$ cat src/rtl/vram_pkg.sv
`default_nettype none
// +----------------------------------------------------------------------+
// | vram_pkg                                                             |
// | Shared types and sizes for the video RAM port-B line fetcher.        |
// | Rev 1.0                                                              |
// +----------------------------------------------------------------------+
package vram_pkg;

    typedef enum logic [1:0] {
        IDLE  = 2'd0,
        FETCH = 2'd1,
        DRAIN = 2'd2,
        DONE  = 2'd3
    } fetch_state_t;

    localparam int VRAM_ADDR_W = 10;
    localparam int VRAM_DATA_W = 8;

endpackage
`default_nettype wire

$ cat src/rtl/fetch_fifo.sv
`default_nettype none
// +----------------------------------------------------------------------+
// | fetch_fifo                                                           |
// | Small FIFO with registered head, flush and same-cycle push/pop.      |
// | Rev 1.0                                                              |
// +----------------------------------------------------------------------+
module fetch_fifo #(
    parameter int DEPTH = 4,
    parameter int WIDTH = 8
) (
    input  logic                       clock,
    input  logic                       reset_n,
    input  logic                       i_flush,
    input  logic                       i_push,
    input  logic [WIDTH-1:0]           i_data,
    input  logic                       i_pop,
    output logic                       o_valid,
    output logic [WIDTH-1:0]           o_head,
    output logic [$clog2(DEPTH):0]     o_count
);

    localparam int c_ptr_w = $clog2(DEPTH);
    localparam int c_cnt_w = $clog2(DEPTH) + 1;

    logic [WIDTH-1:0]   mem_q [DEPTH];
    logic [WIDTH-1:0]   mem_d [DEPTH];
    logic [c_ptr_w-1:0] rd_ptr_q, rd_ptr_d;
    logic [c_ptr_w-1:0] wr_ptr_q, wr_ptr_d;
    logic [c_cnt_w-1:0] count_q, count_d;
    logic               w_do_pop;
    logic               w_do_push;

    always_comb begin
        mem_d     = mem_q;
        rd_ptr_d  = rd_ptr_q;
        wr_ptr_d  = wr_ptr_q;
        count_d   = count_q;
        w_do_pop  = i_pop && (count_q != '0);
        // when full, the popped slot is the one being written, so order holds
        w_do_push = i_push && ((count_q != c_cnt_w'(DEPTH)) || w_do_pop);
        if (i_flush) begin
            rd_ptr_d = '0;
            wr_ptr_d = '0;
            count_d  = '0;
        end else begin
            if (w_do_push) begin
                mem_d[wr_ptr_q] = i_data;
                wr_ptr_d        = wr_ptr_q + c_ptr_w'(1);
            end
            if (w_do_pop) begin
                rd_ptr_d = rd_ptr_q + c_ptr_w'(1);
            end
            case ({w_do_push, w_do_pop})
                2'b10:   count_d = count_q + c_cnt_w'(1);
                2'b01:   count_d = count_q - c_cnt_w'(1);
                default: count_d = count_q;
            endcase
        end
    end

    always_ff @(posedge clock or negedge reset_n) begin
        if (!reset_n) begin
            for (int i = 0; i < DEPTH; i++) begin
                mem_q[i] <= '0;
            end
            rd_ptr_q <= '0;
            wr_ptr_q <= '0;
            count_q  <= '0;
        end else begin
            mem_q    <= mem_d;
            rd_ptr_q <= rd_ptr_d;
            wr_ptr_q <= wr_ptr_d;
            count_q  <= count_d;
        end
    end

    assign o_valid = (count_q != '0);
    assign o_head  = mem_q[rd_ptr_q];
    assign o_count = count_q;

endmodule
`default_nettype wire

$ cat src/rtl/vram_line_fetch.sv
`default_nettype none
// +----------------------------------------------------------------------+
// | vram_line_fetch                                                      |
// | Credit-flow-controlled burst reader from VRAM port B into a FIFO.    |
// | Rev 1.0                                                              |
// +----------------------------------------------------------------------+
module vram_line_fetch
    import vram_pkg::*;
#(
    parameter int ADDR_W     = VRAM_ADDR_W,
    parameter int DATA_W     = VRAM_DATA_W,
    parameter int FIFO_DEPTH = 4
) (
    input  logic              clock,
    input  logic              reset_n,
    input  logic              start,
    input  logic              abort,
    input  logic [ADDR_W-1:0] base_addr,
    input  logic [ADDR_W-1:0] len,
    output logic              busy,
    output logic              done,
    output logic [ADDR_W-1:0] ram_addr,
    output logic              ram_rd,
    input  logic [DATA_W-1:0] ram_q,
    output logic              out_valid,
    output logic [DATA_W-1:0] out_data,
    input  logic              out_ready
);

    localparam int c_cnt_w = $clog2(FIFO_DEPTH) + 1;

    fetch_state_t       state_q, state_d;
    logic [ADDR_W-1:0]  addr_q, addr_d;
    logic [ADDR_W-1:0]  remaining_q, remaining_d;
    logic               inflight_q, inflight_d;
    logic               w_rd;
    logic               w_pop;
    logic               w_credit_ok;
    logic [c_cnt_w-1:0] w_fifo_count;
    logic [c_cnt_w:0]   w_need;

    // occupancy after this cycle's pop, plus the read landing next cycle, plus the new one
    assign w_pop       = out_valid && out_ready;
    assign w_need      = {1'b0, w_fifo_count} - {{c_cnt_w{1'b0}}, w_pop}
                       + {{c_cnt_w{1'b0}}, inflight_q} + (c_cnt_w+1)'(1);
    assign w_credit_ok = (w_need <= (c_cnt_w+1)'(FIFO_DEPTH));

    always_comb begin
        state_d     = state_q;
        addr_d      = addr_q;
        remaining_d = remaining_q;
        w_rd        = 1'b0;
        case (state_q)
            IDLE: begin
                if (start) begin
                    addr_d      = base_addr;
                    remaining_d = len;
                    state_d     = (len == '0) ? DONE : FETCH;
                end
            end
            FETCH: begin
                if (w_credit_ok) begin
                    w_rd        = 1'b1;
                    addr_d      = addr_q + ADDR_W'(1);
                    remaining_d = remaining_q - ADDR_W'(1);
                    if (remaining_q == ADDR_W'(1)) begin
                        state_d = DRAIN;
                    end
                end
            end
            DRAIN: begin
                if ((remaining_q == '0) && !inflight_q && (w_fifo_count == '0)) begin
                    state_d = DONE;
                end
            end
            DONE:    state_d = IDLE;
            default: state_d = IDLE;
        endcase
        if (abort) begin
            state_d     = IDLE;
            addr_d      = addr_q;
            remaining_d = '0;
            w_rd        = 1'b0;
        end
        inflight_d = w_rd;
    end

    always_ff @(posedge clock or negedge reset_n) begin
        if (!reset_n) begin
            state_q     <= IDLE;
            addr_q      <= '0;
            remaining_q <= '0;
            inflight_q  <= 1'b0;
        end else begin
            state_q     <= state_d;
            addr_q      <= addr_d;
            remaining_q <= remaining_d;
            inflight_q  <= inflight_d;
        end
    end

    fetch_fifo #(
        .DEPTH (FIFO_DEPTH),
        .WIDTH (DATA_W)
    ) u_fifo (
        .clock   (clock),
        .reset_n (reset_n),
        .i_flush (abort),
        .i_push  (inflight_q && !abort),
        .i_data  (ram_q),
        .i_pop   (w_pop),
        .o_valid (out_valid),
        .o_head  (out_data),
        .o_count (w_fifo_count)
    );

    assign ram_addr = addr_q;
    assign ram_rd   = w_rd;
    assign busy     = (state_q == FETCH) || (state_q == DRAIN);
    assign done     = (state_q == DONE);

endmodule
`default_nettype wire

$ cat config.mk
export PLATFORM = sky130hd
export DESIGN_NAME = vram_line_fetch
export DESIGN_NICKNAME = d
export VERILOG_FILES = /design/src/rtl/vram_pkg.sv /design/src/rtl/fetch_fifo.sv /design/src/rtl/vram_line_fetch.sv
export SDC_FILE = /design/constraint.sdc
export NUM_CORES = 1
export LEC_CHECK = 0
export CORE_MARGIN = 5
export CORE_UTILIZATION = 50
export CTS_CLUSTER_DIAMETER = 120
export DETAILED_ROUTE_END_ITERATION = 12
export PLACE_DENSITY = 0.85
export SLEW_MARGIN = 5
export SYNTH_ARGS = -nofsm -noshare
export SYNTH_HDL_FRONTEND = slang
export SYNTH_SLANG_ARGS = --single-unit
$ cat constraint.sdc
create_clock -name clock -period 3.7 [get_ports clock]
set_clock_uncertainty 0.15 [all_clocks]
set_input_delay 0.37 -clock clock [delete_from_list [all_inputs] [get_ports clock]]
set_output_delay 0.37 -clock clock [all_outputs]
set_load 0.02 [all_outputs]
## Yosys cells after proc, flatten, opt, wreduce, memory -nomap -nowiden

Cells that the tools add are included.

- Magnitude comparators: 4
- Bitwise gates (word level): 3
- Equal/unequal tests: 13
- Reductions and logical operators: 25
- Mux-type cells: 29
- Add/sub/neg operators: 9

Operator list:

| operator | number |
|---|---|
| 10-bit two-way mux | 5 |
| 10-bit case mux with 2 select lines | 2 |
| 32-bit bitwise mux | 1 |
| 8-bit two-way mux | 3 |
| 10-bit zero test | 2 |
| 2-bit two-way mux | 10 |
| 8-bit binary-select mux with 2-bit select | 1 |
| 8-bit demux with 2-bit select | 1 |
| 3-bit != test (second input constant) | 5 |
| 10-bit by 1-bit adder with 10-bit output (second input constant) | 1 |
| 10-bit by 1-bit equality test with 1-bit output (second input constant) | 1 |
| 10-bit by 1-bit subtractor with 10-bit output (second input constant) | 1 |
| 3-bit nonzero test | 3 |
| 2-bit case mux with 4 select lines | 1 |
| 4-bit AND reduction | 2 |
| 1-bit logical AND | 7 |
| 2-bit equality test (second input constant) | 3 |
| 3-bit >= comparator (second input constant) | 2 |
| 2-bit inverter with 3-bit output | 2 |
| 3-bit case mux with 2 select lines | 1 |
| 2-bit nonzero test | 3 |
| 2-bit by 1-bit adder with 2-bit output (second input constant) | 2 |
| 4-bit by 1-bit adder with 4-bit output | 1 |
| 4-bit by 1-bit adder with 4-bit output (second input constant) | 1 |
| other kinds (16) | 22 |

- Output and inout bits: 22
- Bits of input ports: 33
- Register bits: 62
- Logic and storage cells: 94

## Longest topological paths before layout

Gate-level depths: netlist of run 1.

- Depth in word-level cells: 9
- Depth in mapped cells: 12
- Gate-level depth less buffers: 11

## Hierarchy

A second synthesis of run 1 with hierarchy kept.

- Cell total of the unflattened synthesis: 325
- Area, all modules: 3,686.0 µm²

Modules (own cells, without submodules):

| module | seq. area each (µm²) | cells each | times used | area each (µm²) |
|---|---|---|---|---|
| fetch_fifo | 975.9 | 141 | 1 | 2,014.4 |
| vram_line_fetch | 575.6 | 184 | 1 | 1,671.6 |

## Least setup slack after synthesis of run 1

Ideal clock, no wire load.

- Path kind: register to register
- Start: register u_fifo.count_q[0], in the netlist u_fifo.o_count[0]
- End: register addr_q[3], in the netlist ram_addr[3]
- Slack: 0.462 ns
- Clock period less this slack: 3.238 ns
- Required time: 3.467 ns
- Data arrival time: 3.006 ns
- Setup time: 0.083 ns
- Buffers on the path: 2
- Cell stages (with the launch flop): 13
- Path through: dfrtp_1 > o31ai_1 > inv_1 > fa_1 > inv_1 > ha_1 > ha_1 > and3b_1 > o211ai_1 > clkbuf_1 > clkbuf_1 > a22oi_1 > o21ai_0

- Cells in the longest elaborated chain, start to end: 8

RTL lines:

| item | line | source |
|---|---|---|
| start, declared | fetch_fifo.sv:29 | `logic [c_cnt_w-1:0] count_q, count_d;` |
| start signal, assigned | fetch_fifo.sv:73 | `count_q <= count_d;` |
| 3-bit nonzero test | fetch_fifo.sv:77 | `assign o_valid = (count_q != '0);` |
| 1-bit logical AND | vram_line_fetch.sv:43 | `assign w_pop = out_valid && out_ready;` |
| 3-bit by 1-bit subtractor with 4-bit output (*) | vram_line_fetch.sv:44 | `assign w_need = {1'b0, w_fifo_count} - {{c_cnt_w{1'b0}}, w_pop}` |
| 4-bit by 1-bit adder with 4-bit output (*) (2 in series) | vram_line_fetch.sv:45 | `+ {{c_cnt_w{1'b0}}, inflight_q} + (c_cnt_w+1)'(1);` |
| 4-bit by 3-bit <= comparator with 1-bit output (*) | vram_line_fetch.sv:46 | `assign w_credit_ok = (w_need <= (c_cnt_w+1)'(FIFO_DEPTH));` |
| 2-bit != test (no line) (*) | n/a |  |
| 4-bit AND reduction (no line) (*) | n/a |  |
| end signal, assigned | vram_line_fetch.sv:96 | `addr_q <= addr_d;` |
| end, declared | vram_line_fetch.sv:33 | `logic [ADDR_W-1:0] addr_q, addr_d;` |

Every way passes the cells marked *; elsewhere a longest branch is shown, timed or not.
A chain may end at the register's enable or synchronous reset.

## Worst setup path in the final report of run 1

- Start: register u_fifo.count_q[2], in the netlist u_fifo.o_count[2]
- End: output ram_rd

- Cells in the longest elaborated chain, start to end: 9

RTL lines:

| item | line | source |
|---|---|---|
| 3-bit nonzero test | fetch_fifo.sv:77 |  |
| 1-bit logical AND | vram_line_fetch.sv:43 |  |
| 3-bit by 1-bit subtractor with 4-bit output (*) | vram_line_fetch.sv:44 |  |
| 4-bit by 1-bit adder with 4-bit output (*) (2 in series) | vram_line_fetch.sv:45 |  |
| 4-bit by 3-bit <= comparator with 1-bit output (*) | vram_line_fetch.sv:46 |  |
| 1-bit two-way mux (*) | vram_line_fetch.sv:62 | `if (w_credit_ok) begin` |
| 1-bit two-way mux (*) | vram_line_fetch.sv:53 | `case (state_q)` |
| 1-bit two-way mux (*) | vram_line_fetch.sv:79 | `if (abort) begin` |
| end, declared | vram_line_fetch.sv:23 | `output logic ram_rd,` |

Marks and branches as above.

==> flow_summary.toml, run 1 <==
[worst_setup_path]
rrSetupSlack_ns = 0.44
worstPathMaxFanout = 5
worstPathRequired_ns = 3.18
setup.worst_path.class = "flop to output port"
startpoint_type = "flop"
end_kind = "output port"
arrival_ns = 3.03

[timing]
post-route-period-util_pct = 95.9
fin_setup_tns_ns = 0
hold_viol_final = 0
whs_ns = 0.0151
tightest_slew_ns = 0.996
clock.fmax_mhz = 282
min_period_ns = 3.55
rsz0062_at_grt = "false"
slew_headroom_pct = 33.1
drv_slew = 0
setup_viol = 0

[global_routing]
grt_pass1_wl_um = 12900
grt_use_met2_pct = 31.7
busiest_layer = "met2"
first_global_vias = 2745
antenna_found_initial = 0
met1_usage_pct = 24.4
grt_max_degree = 42
overflow = 0
grt_use_met3_pct = 3.74
gr-usage-all-layers_pct = 19.2

[place]
numPlacedInstances = 433
dp_hpwl_um = 5320
placed_cell_area_um2 = 4050
place_congestion = 0.892
port_buffers = 54

[floorplan]
num_rows = 30
fp.dieH_um = 92.4
core_area_um2 = 6720
die_area_um2 = 8550
chipWidth_um = 92.4
boundaryPins = 55
start_util_pct = 50.6

[synth]
yosysUniqueCellTypes = 45
yosysTopAreaCellShare_pct = 45.7
netlist_area_um2 = 3400
ys.flop_type = "dfrtp_1"
synth_edf_count = 0
yosys-top-cells-count = "dfrtp_1, mux2_2, nor2_1"
synth_area_leaders = "dfrtp_1, mux2_2, ha_1"
ys_async_sr_fraction_pct = 100
synth-warning-count = 0
synth.avg_cell_area_um2 = 11.3
synth_top_cell_by_area = "dfrtp_1"
yosysMostFrequentCell = "dfrtp_1"
syn_inst = 300
synth_nets = 350
synth_seq_area_share_pct = 45.7
ys_ff_latch = 62

[pwr]
p_per_area_nw_per_um2 = 799
leakage_uw = 0.00191
vdd.ir_drop.worst_mv = 0.446
p_total_uw = 3440

[clock_tree]
clk_pin_slew_worst_paths_ns = 0.07
clockBufferDepth = 2
postCtsSetupBuffers = 0
cts_hold_buffers = 0
h-tree-depth = 3
clk_latency_ns = 0.34
cts.sinks = 62
cts_tree = "yes"
numCtsBuffers = 9
cts_root_buffer = "clkbuf_8"

[routing]
avgRoutedWirePerCell_um = 16.7
wl_um = 7510
ant_nets = 0
drc = 0
first_pass_iters = 4
viasPerCell = 5.76
drtIter0Drc = 64
route.vias.total = 2588

[finish]
drive_above_1_share_pct = 21.4
fin_cells = 449
synthToLayoutAreaGrowth_pct = 26.6
final_area_um2 = 4300
antenna_cells = 0
fin_nets = 414

[flow_run]
maxCapViolCount = 0

[min_path]
hp-class = "primary input to asynchronous set/reset pin"

[run_status]
outcome = "complete, no violations"
## flip-flops by register name (all words and copies together), names as in the netlist
| signal | flops |
|---|---|
| inflight_q | 1 |
| ram_addr | 10 |
| remaining_q | 10 |
| state_q | 2 |
| u_fifo.mem_q | 32 |
| u_fifo.o_count | 3 |
| u_fifo.rd_ptr_q | 2 |
| u_fifo.wr_ptr_q | 2 |
## layout by cell type, fill, tap and decap left out, drive strengths merged, types with 9 or more instances in the layout
master         instances
dfrtp                 62
mux2                  33
nor2                  25
buf                    9
clkdlybuf4s50         52
nand2                 20
xnor2                  9
clkbuf                 9
a22o                   9
ha                    15
a21oi                 15
o21ai                 14
nor3                   9
inv                   13
## path summary, 6_finish.rpt
check | from | end | cells past startpoint
max | u_fifo.o_count[2]$_DFFE_PN0P_ | ram_rd | 10
min | reset_n | u_fifo.mem_q[27]$_DFFE_PN0P_ | 1
max reg2reg | u_fifo.o_count[2]$_DFFE_PN0P_ | remaining_q[0]$_DFFE_PN0P_ | 10
min reg2reg | u_fifo.mem_q[3]$_DFFE_PN0P_ | u_fifo.mem_q[3]$_DFFE_PN0P_ | 1
max in group asynchronous | reset_n | u_fifo.mem_q[11]$_DFFE_PN0P_ | 2
min in group clock | u_fifo.mem_q[3]$_DFFE_PN0P_ | u_fifo.mem_q[3]$_DFFE_PN0P_ | 1
## critical path, cell delays in order (launching register included)
cell,delay [ns]
dfrtp_1,0.44
o31ai_2,0.27
inv_1,0.12
fa_1,0.38
inv_1,0.07
ha_1,0.14
ha_1,0.24
and3b_1,0.21
or2_2,0.31
nor3b_1,0.17
dlygate4sd2_1,0.35
## power breakdown
group | switching (uW) | leakage [uW] | total (uW) | internal (uW)
Clock | 276 | 0.000116 | 725 | 449
Sequential | 235 | 0.000815 | 1110 | 878
Combinational | 803 | 0.000979 | 1600 | 795
## area by class of cell
class | instances | area [um^2]
clock inverter | 7 | 123
sequential | 62 | 1550
fill | 522 | 2420
timing repair buffer | 62 | 594
inverter | 13 | 48.8
clock buffer | 9 | 124
multi-input combinational | 216 | 1760
tap | 80 | 100
## timing repair
action                     CTS  global route
setup endpoints to repair    1             1
hold endpoints to repair     0             0
gates resized for setup      1             1
pin swaps                    0             0
## routing by layer
metal / vias to the layer above / share of wire, %
li1: 1235 / -
met3: 12 / 4.9
met5: - / 0
met1: 1267 / 45
met4: 0 / 1.7
met2: 74 / 49
## cell families (layout without fill, tap and decap cells)
family	count (synthesis)	in the layout	synth area share, %
AND/OR/NAND/NOR	85	85	12.4
flip-flops	62	62	45.7
AO/OA/AOI/OAI	59	59	12.6
multiplexers	43	43	16.8
buffers and inverters	22	91	2.69
adder cells (fa/ha/maj)	17	17	6.70
XOR/XNOR	12	12	3.09
## metrics by stage
step                utilization [%]  worst slack (ns)
detailed placement             60.3            0.0521
global placement               60.3             0.138
global route                   64.0           0.00134
CTS                            63.9             0.105
finish                         64.0             0.151
floorplan                         -             0.462
Note: power is estimated with default switching activity, not from simulation.
==> run 2: changes to the inputs <==
TNS_END_PERCENT = 30   (was default)
==> results of run 2 <==
Same layout as run 1: the final DEF is identical, and so are final timing and power.
